### config.mk
export PLATFORM = sky130hd
export DESIGN_NAME = spi_reg_bridge
export DESIGN_NICKNAME = d
export VERILOG_FILES = /design/src/rtl/spi_reg_bridge.sv
export SDC_FILE = /design/constraint.sdc
export NUM_CORES = 1
export LEC_CHECK = 0
export CAP_MARGIN = 20
export CORE_AREA = 8 8 60 113
export CTS_CLUSTER_DIAMETER = 120
export DETAILED_ROUTE_END_ITERATION = 12
export DIE_AREA = 0 0 68 121
export PLACE_DENSITY = 0.77
export SLEW_MARGIN = 20
export SYNTH_ARGS = -nofsm -noshare
export SYNTH_HDL_FRONTEND = slang
export SYNTH_SLANG_ARGS = --single-unit
export TNS_END_PERCENT = 10
### constraint.sdc
create_clock -name i_clk -period 2.2 [get_ports i_clk]
set_input_delay 0.33 -clock i_clk [delete_from_list [all_inputs] [get_ports i_clk]]
set_output_delay 0.33 -clock i_clk [all_outputs]
set_load 0.01 [all_outputs]
### src/rtl/spi_reg_bridge.sv
// rtl/spi_reg_bridge.sv - SPI mode-0 slave to single-cycle register bus bridge
module spi_reg_bridge #(
  parameter int AW          = 8,
  parameter int DW          = 8,
  parameter int SYNC_STAGES = 2
) (
  input  logic          i_clk,
  input  logic          i_rst_n,
  input  logic          i_spi_csb,
  input  logic          i_spi_sclk,
  input  logic          i_spi_mosi,
  output logic          o_spi_miso,
  output logic          o_spi_miso_oe,
  output logic          o_wen,
  output logic          o_ren,
  output logic [AW-1:0] o_addr,
  output logic [DW-1:0] o_wdata,
  input  logic [DW-1:0] i_rdata,
  output logic          o_frame_err
);

  localparam int N  = AW + DW + 2;
  localparam int CW = $clog2(N + 1);
  localparam logic [CW-1:0] LAST_CMD  = CW'(AW);
  localparam logic [CW-1:0] LAST_DATA = CW'(AW + DW);

  typedef enum logic [2:0] {
    IDLE = 3'd0,
    CMD  = 3'd1,
    DATA = 3'd2,
    PAR  = 3'd3,
    DONE = 3'd4
  } state_t;

  state_t state_q, state_d;

  logic [SYNC_STAGES-1:0] csb_sync_q, sclk_sync_q, mosi_sync_q;
  logic                   csb_prev_q, sclk_prev_q;
  logic                   csb_s, sclk_s, mosi_s;
  logic                   csb_fall, csb_rise, sclk_rise, sclk_fall;

  logic [CW-1:0] bit_cnt_q;
  logic          rw_q;
  logic          par_q;
  logic [AW-1:0] addr_sr_q;
  logic [DW-1:0] data_sr_q;
  logic [DW-1:0] tx_sr_q;
  logic          miso_q;
  logic          wen_q, wen_d;
  logic          ren_q, ren_d;
  logic          err_q, err_d;
  logic [AW-1:0] addr_q;
  logic [DW-1:0] wdata_q;

  assign csb_s  = csb_sync_q[SYNC_STAGES-1];
  assign sclk_s = sclk_sync_q[SYNC_STAGES-1];
  assign mosi_s = mosi_sync_q[SYNC_STAGES-1];

  assign csb_fall  = ~csb_s & csb_prev_q;
  assign csb_rise  = csb_s & ~csb_prev_q;
  assign sclk_rise = sclk_s & ~sclk_prev_q;
  assign sclk_fall = ~sclk_s & sclk_prev_q;

  // Bring the SPI pins into the i_clk domain and keep one delayed copy for edge detection
  always_ff @(posedge i_clk or negedge i_rst_n) begin
    if (!i_rst_n) begin
      csb_sync_q  <= '1;
      sclk_sync_q <= '0;
      mosi_sync_q <= '0;
      csb_prev_q  <= 1'b1;
      sclk_prev_q <= 1'b0;
    end else begin
      csb_sync_q  <= {csb_sync_q[SYNC_STAGES-2:0], i_spi_csb};
      sclk_sync_q <= {sclk_sync_q[SYNC_STAGES-2:0], i_spi_sclk};
      mosi_sync_q <= {mosi_sync_q[SYNC_STAGES-2:0], i_spi_mosi};
      csb_prev_q  <= csb_s;
      sclk_prev_q <= sclk_s;
    end
  end

  // FSM state register
  always_ff @(posedge i_clk or negedge i_rst_n) begin
    if (!i_rst_n) begin
      state_q <= IDLE;
    end else begin
      state_q <= state_d;
    end
  end

  // Next state and the strobe decisions; a csb rise always wins over a coincident sclk edge
  always_comb begin
    state_d = state_q;
    wen_d   = 1'b0;
    ren_d   = 1'b0;
    err_d   = 1'b0;
    case (state_q)
      IDLE: begin
        if (csb_fall) state_d = CMD;
      end
      CMD: begin
        if (csb_rise) begin
          state_d = IDLE;
          err_d   = 1'b1;
        end else if (sclk_rise && (bit_cnt_q == LAST_CMD)) begin
          state_d = DATA;
          ren_d   = ~rw_q;
        end
      end
      DATA: begin
        if (csb_rise) begin
          state_d = IDLE;
          err_d   = 1'b1;
        end else if (sclk_rise && (bit_cnt_q == LAST_DATA)) begin
          state_d = PAR;
        end
      end
      PAR: begin
        if (csb_rise) begin
          state_d = IDLE;
          err_d   = 1'b1;
        end else if (sclk_rise) begin
          state_d = DONE;
          if (par_q ^ mosi_s) err_d = 1'b1;
          else                wen_d = rw_q;
        end
      end
      DONE: begin
        if (csb_rise) state_d = IDLE;
      end
      default: state_d = IDLE;
    endcase
  end

  // Receive path: bit counter, rw/address/data shifters and running parity
  always_ff @(posedge i_clk or negedge i_rst_n) begin
    if (!i_rst_n) begin
      bit_cnt_q <= '0;
      rw_q      <= 1'b0;
      par_q     <= 1'b0;
      addr_sr_q <= '0;
      data_sr_q <= '0;
    end else if (csb_fall) begin
      bit_cnt_q <= '0;
      rw_q      <= 1'b0;
      par_q     <= 1'b0;
    end else if (sclk_rise && !csb_rise) begin
      if (state_q == CMD) begin
        bit_cnt_q <= bit_cnt_q + 1'b1;
        par_q     <= par_q ^ mosi_s;
        if (bit_cnt_q == '0) rw_q <= mosi_s;
        else                 addr_sr_q <= {addr_sr_q[AW-2:0], mosi_s};
      end else if (state_q == DATA) begin
        bit_cnt_q <= bit_cnt_q + 1'b1;
        data_sr_q <= {data_sr_q[DW-2:0], mosi_s};
        // Read-frame data bits are don't-care and stay out of the parity
        if (rw_q) par_q <= par_q ^ mosi_s;
      end else if (state_q == PAR) begin
        bit_cnt_q <= bit_cnt_q + 1'b1;
      end
    end
  end

  // Register-bus outputs: strobes are registered so each lasts exactly one cycle
  always_ff @(posedge i_clk or negedge i_rst_n) begin
    if (!i_rst_n) begin
      wen_q   <= 1'b0;
      ren_q   <= 1'b0;
      err_q   <= 1'b0;
      addr_q  <= '0;
      wdata_q <= '0;
    end else begin
      wen_q <= wen_d;
      ren_q <= ren_d;
      err_q <= err_d;
      if (ren_d) addr_q <= {addr_sr_q[AW-2:0], mosi_s};
      if (wen_d) begin
        addr_q  <= addr_sr_q;
        wdata_q <= data_sr_q;
      end
    end
  end

  // Transmit path: load read data during the ren cycle, shift MSB first on sclk falls
  always_ff @(posedge i_clk or negedge i_rst_n) begin
    if (!i_rst_n) begin
      tx_sr_q <= '0;
      miso_q  <= 1'b0;
    end else if (csb_fall) begin
      miso_q <= 1'b0;
    end else if (ren_q) begin
      tx_sr_q <= i_rdata;
    end else if (sclk_fall && (state_q == DATA) && !rw_q) begin
      miso_q  <= tx_sr_q[DW-1];
      tx_sr_q <= {tx_sr_q[DW-2:0], 1'b0};
    end
  end

  assign o_spi_miso_oe = (state_q == DATA) && !rw_q && !csb_s;
  assign o_spi_miso    = o_spi_miso_oe & miso_q;
  assign o_wen         = wen_q;
  assign o_ren         = ren_q;
  assign o_frame_err   = err_q;
  assign o_addr        = addr_q;
  assign o_wdata       = wdata_q;

endmodule
==> qor.csv <==
metric;value;unit
status;finished clean;
CTS sink count;62;
initial antenna violation count;0;
Distinct cells, synth;45;
Max stage delay cell, worst path;clkdlybuf4s50_1;
RSZ-0062 raised after global routing;no;
1st-pass router iterations;4;
final setup TNS;0;ns
via count;2024;
fin. max-slew vios;0;
H-tree lvl count;3;
Critical Path, Cell by Cell;nor4b_4, and2_1, clkdlybuf4s50_1;
clock group share of total power;0.445;
worst path arrival time;1.78;ns
startpoint types;register;
largest net degree at the start of global routing;44;
total track usage;0.1527;
Leak;1.627;nW
most common cell after layout, fill and taps aside;dfrtp_1;
syn avg cell area;11.07;sq um
final WL;5.574;mm
Synth warnings;0;
die boundary width;68;microns
Final Hold Vio Count;0;
crit end category;output port;
syn nets;270;
Max VDD drop;0.6110;mV
number of synthesized register bits;62;
Mapped Area;2824;sq um
Routed wire per std cell;15.27;microns
initial core utilization;0.5303;
Max stage delay on crit path;0.53;ns
Post-DP HPWL;3.903;mm
Crit Path Class;reg2out;
TritonCTS clock tree;yes;
Worst-Skew Late Latency;0.34;ns
vias in the first global route;2191;
most frequent cells in the layout;dfrtp_1, clkdlybuf4s50_1, nand2_1;
Least-Margin Pin Slew;0.4685;ns
Mapped Cells;255;
gpl congestion;0.8807;
clock-pin slew on the worst setup and hold paths;0.06;ns
FFs w/ async S/R, synth;1.000;
slew margin rel.;0.6877;
root buffer cell;clkbuf_8;
Yosys top cell by area;dfrtp_1;
count of input and output buffers;33;
grt ovf;0;
area grow syn2layout;24.41;%
Post-synth EDFFs;0;
max cap viols;0;
Cell Pwr Density;691.8;nW/um^2
Max Freq;474.5;MHz
proportion of power drawn by combinational gates;0.068;
Die Y-Extent;121;microns
share of the synthesized area in the top cell type;0.5228;
buffer depth of the longest clock path;2;
Worst Hold Class;reg2reg;
post-layout min period;2.107;ns
Most used DFF post-synth;dfrtp_1;
Tcrit/Tclk final;0.9579;
nets@finish;315;
total power;0.002430;W
Detail Route Antenna Nets;0;
Cell Rows;38;
DRT iter0 DRCs;138;
crit path max fanout;7;
# DRC;0;
Seq pwr share;0.487;
skew final;0.01057;ns
core footprint;5325;sq um
postcts setup bufs;0;
Avg Vias per Cell;5.545;
sw frac;0.2162;
sw power;0.0005255;W
I/O Pins;34;
total CTS buffers;9;
die area;8228;sq um
critical path required time;1.87;ns
sequential cell area fraction in the yosys report;0.5507;
ranking of synthesized cells by area;dfrtp_1, mux2_2, nand2_1;
Int Power;0.001905;W
diodes inserted;0;
first-pass GRT wire length;9.729;mm
final setup fails;0;
share of layout cells above drive strength 1;0.1803;
## logic make-up (layout without fill, tap and decap cells)
group | Yosys count | in the layout | synth area share
multiplexers | 32 | 32 | 0.1263
XOR/XNOR | 3 | 3 | 0.009306
buffers and inverters | 28 | 78 | 0.04164
flip-flops | 62 | 62 | 0.5507
adder cells (fa/ha/maj) | 2 | 2 | 0.008860
AO/OA/AOI/OAI | 36 | 36 | 0.07798
AND/OR/NAND/NOR | 92 | 92 | 0.1852
## Yosys cell counts (6+ instances only)
cell type	number
a31oi_1	8
clkbuf_1	6
dfrtp_1	59
inv_1	14
mux2_1	7
mux2_2	14
mux2i_1	9
nand2_1	27
nand2b_1	7
nand4_1	6
nor2_1	19
o21ai_0	14
or3_1	8
## area by class of cell
class | instances | area (sq um)
clock inverter | 4 | 70.07
sequential | 62 | 1555
multi-input combinational | 165 | 1166
inverter | 15 | 56.30
timing repair buffer | 47 | 445.4
tap | 60 | 75.07
clock buffer | 12 | 145.1
fill | 417 | 1812
## path summary, 6_finish.rpt
kind / startpoint / cells after the start / slack, ns / end
setup reg to reg: state_q[2] / 5 / 0.27 / tx_sr_q[5]
min in group asynchronous: i_rst_n / 2 / 0.48 / bit_cnt_q[3]
max in group asynchronous: i_rst_n / 3 / 1.08 / csb_sync_q[0]
hold / removal: mosi_sync_q[0] / 0 / 0.35 / mosi_sync_q[1]
setup / recovery: rw_q / 3 / 0.09 / o_spi_miso
hold reg to reg: mosi_sync_q[0] / 0 / 0.35 / mosi_sync_q[1]
## power groups by stage
stage	clock network [W]	registers (W)	logic, W
2_1_floorplan	0	0.00120	0.0000848
3_3_place_gp	0	0.00120	0.000162
3_5_place_dp	0	0.00120	0.000164
4_1_cts	0.00111	0.00118	0.000168
5_1_grt	0.00116	0.00119	0.000184
6_report	0.00108	0.00118	0.000166
## routing by layer
metal / global-route usage / up-vias / part of all wire
li1: - / 975 / -
met1: 0.1832 / 981 / 0.43
met2: 0.2274 / 56 / 0.48
met3: 0.05458 / 12 / 0.067
met4: 0.08645 / 0 / 0.024
met5: 0 / - / 0
## critical path: cells and delay by family, from the launching register on
kind | cells | cell delay, ns
buffers and inverters | 1 | 0.53
DFF | 1 | 0.47
and+or+nand+nor | 2 | 0.45
## stage by stage
stage	cell area [sq um]	std cells	setup slack, ns	hold WS (ns)	utilization
finish	3513	365	0.09264	0.3481	0.6598
global placement	3273	348	0.3176	0.3036	0.6147
detailed placement	3273	348	0.2578	0.3104	0.6147
global route	3513	365	0.007813	0.3566	0.6598
CTS	3505	365	0.01034	0.3520	0.6581
floorplan	2824	255	0.4499	0.03441	-
## state kept, by name, summed over array words and instances (netlist names), 3 cells and up
signal / cells
o_addr: 8
state_q: 3
bit_cnt_q: 5
addr_sr_q: 8
data_sr_q: 8
o_wdata: 8
tx_sr_q: 8
## what timing repair did
| item | in CTS | in global routing |
|---|---|---|
| resized for setup | 1 | 1 |
| endpoints found under the hold margin | 18 | 0 |
| hold buffers | 1 | 0 |
| cloned | 0 | 0 |
| endpoints found under the setup margin | 2 | 1 |
Power figures use the tool's default switching activity.
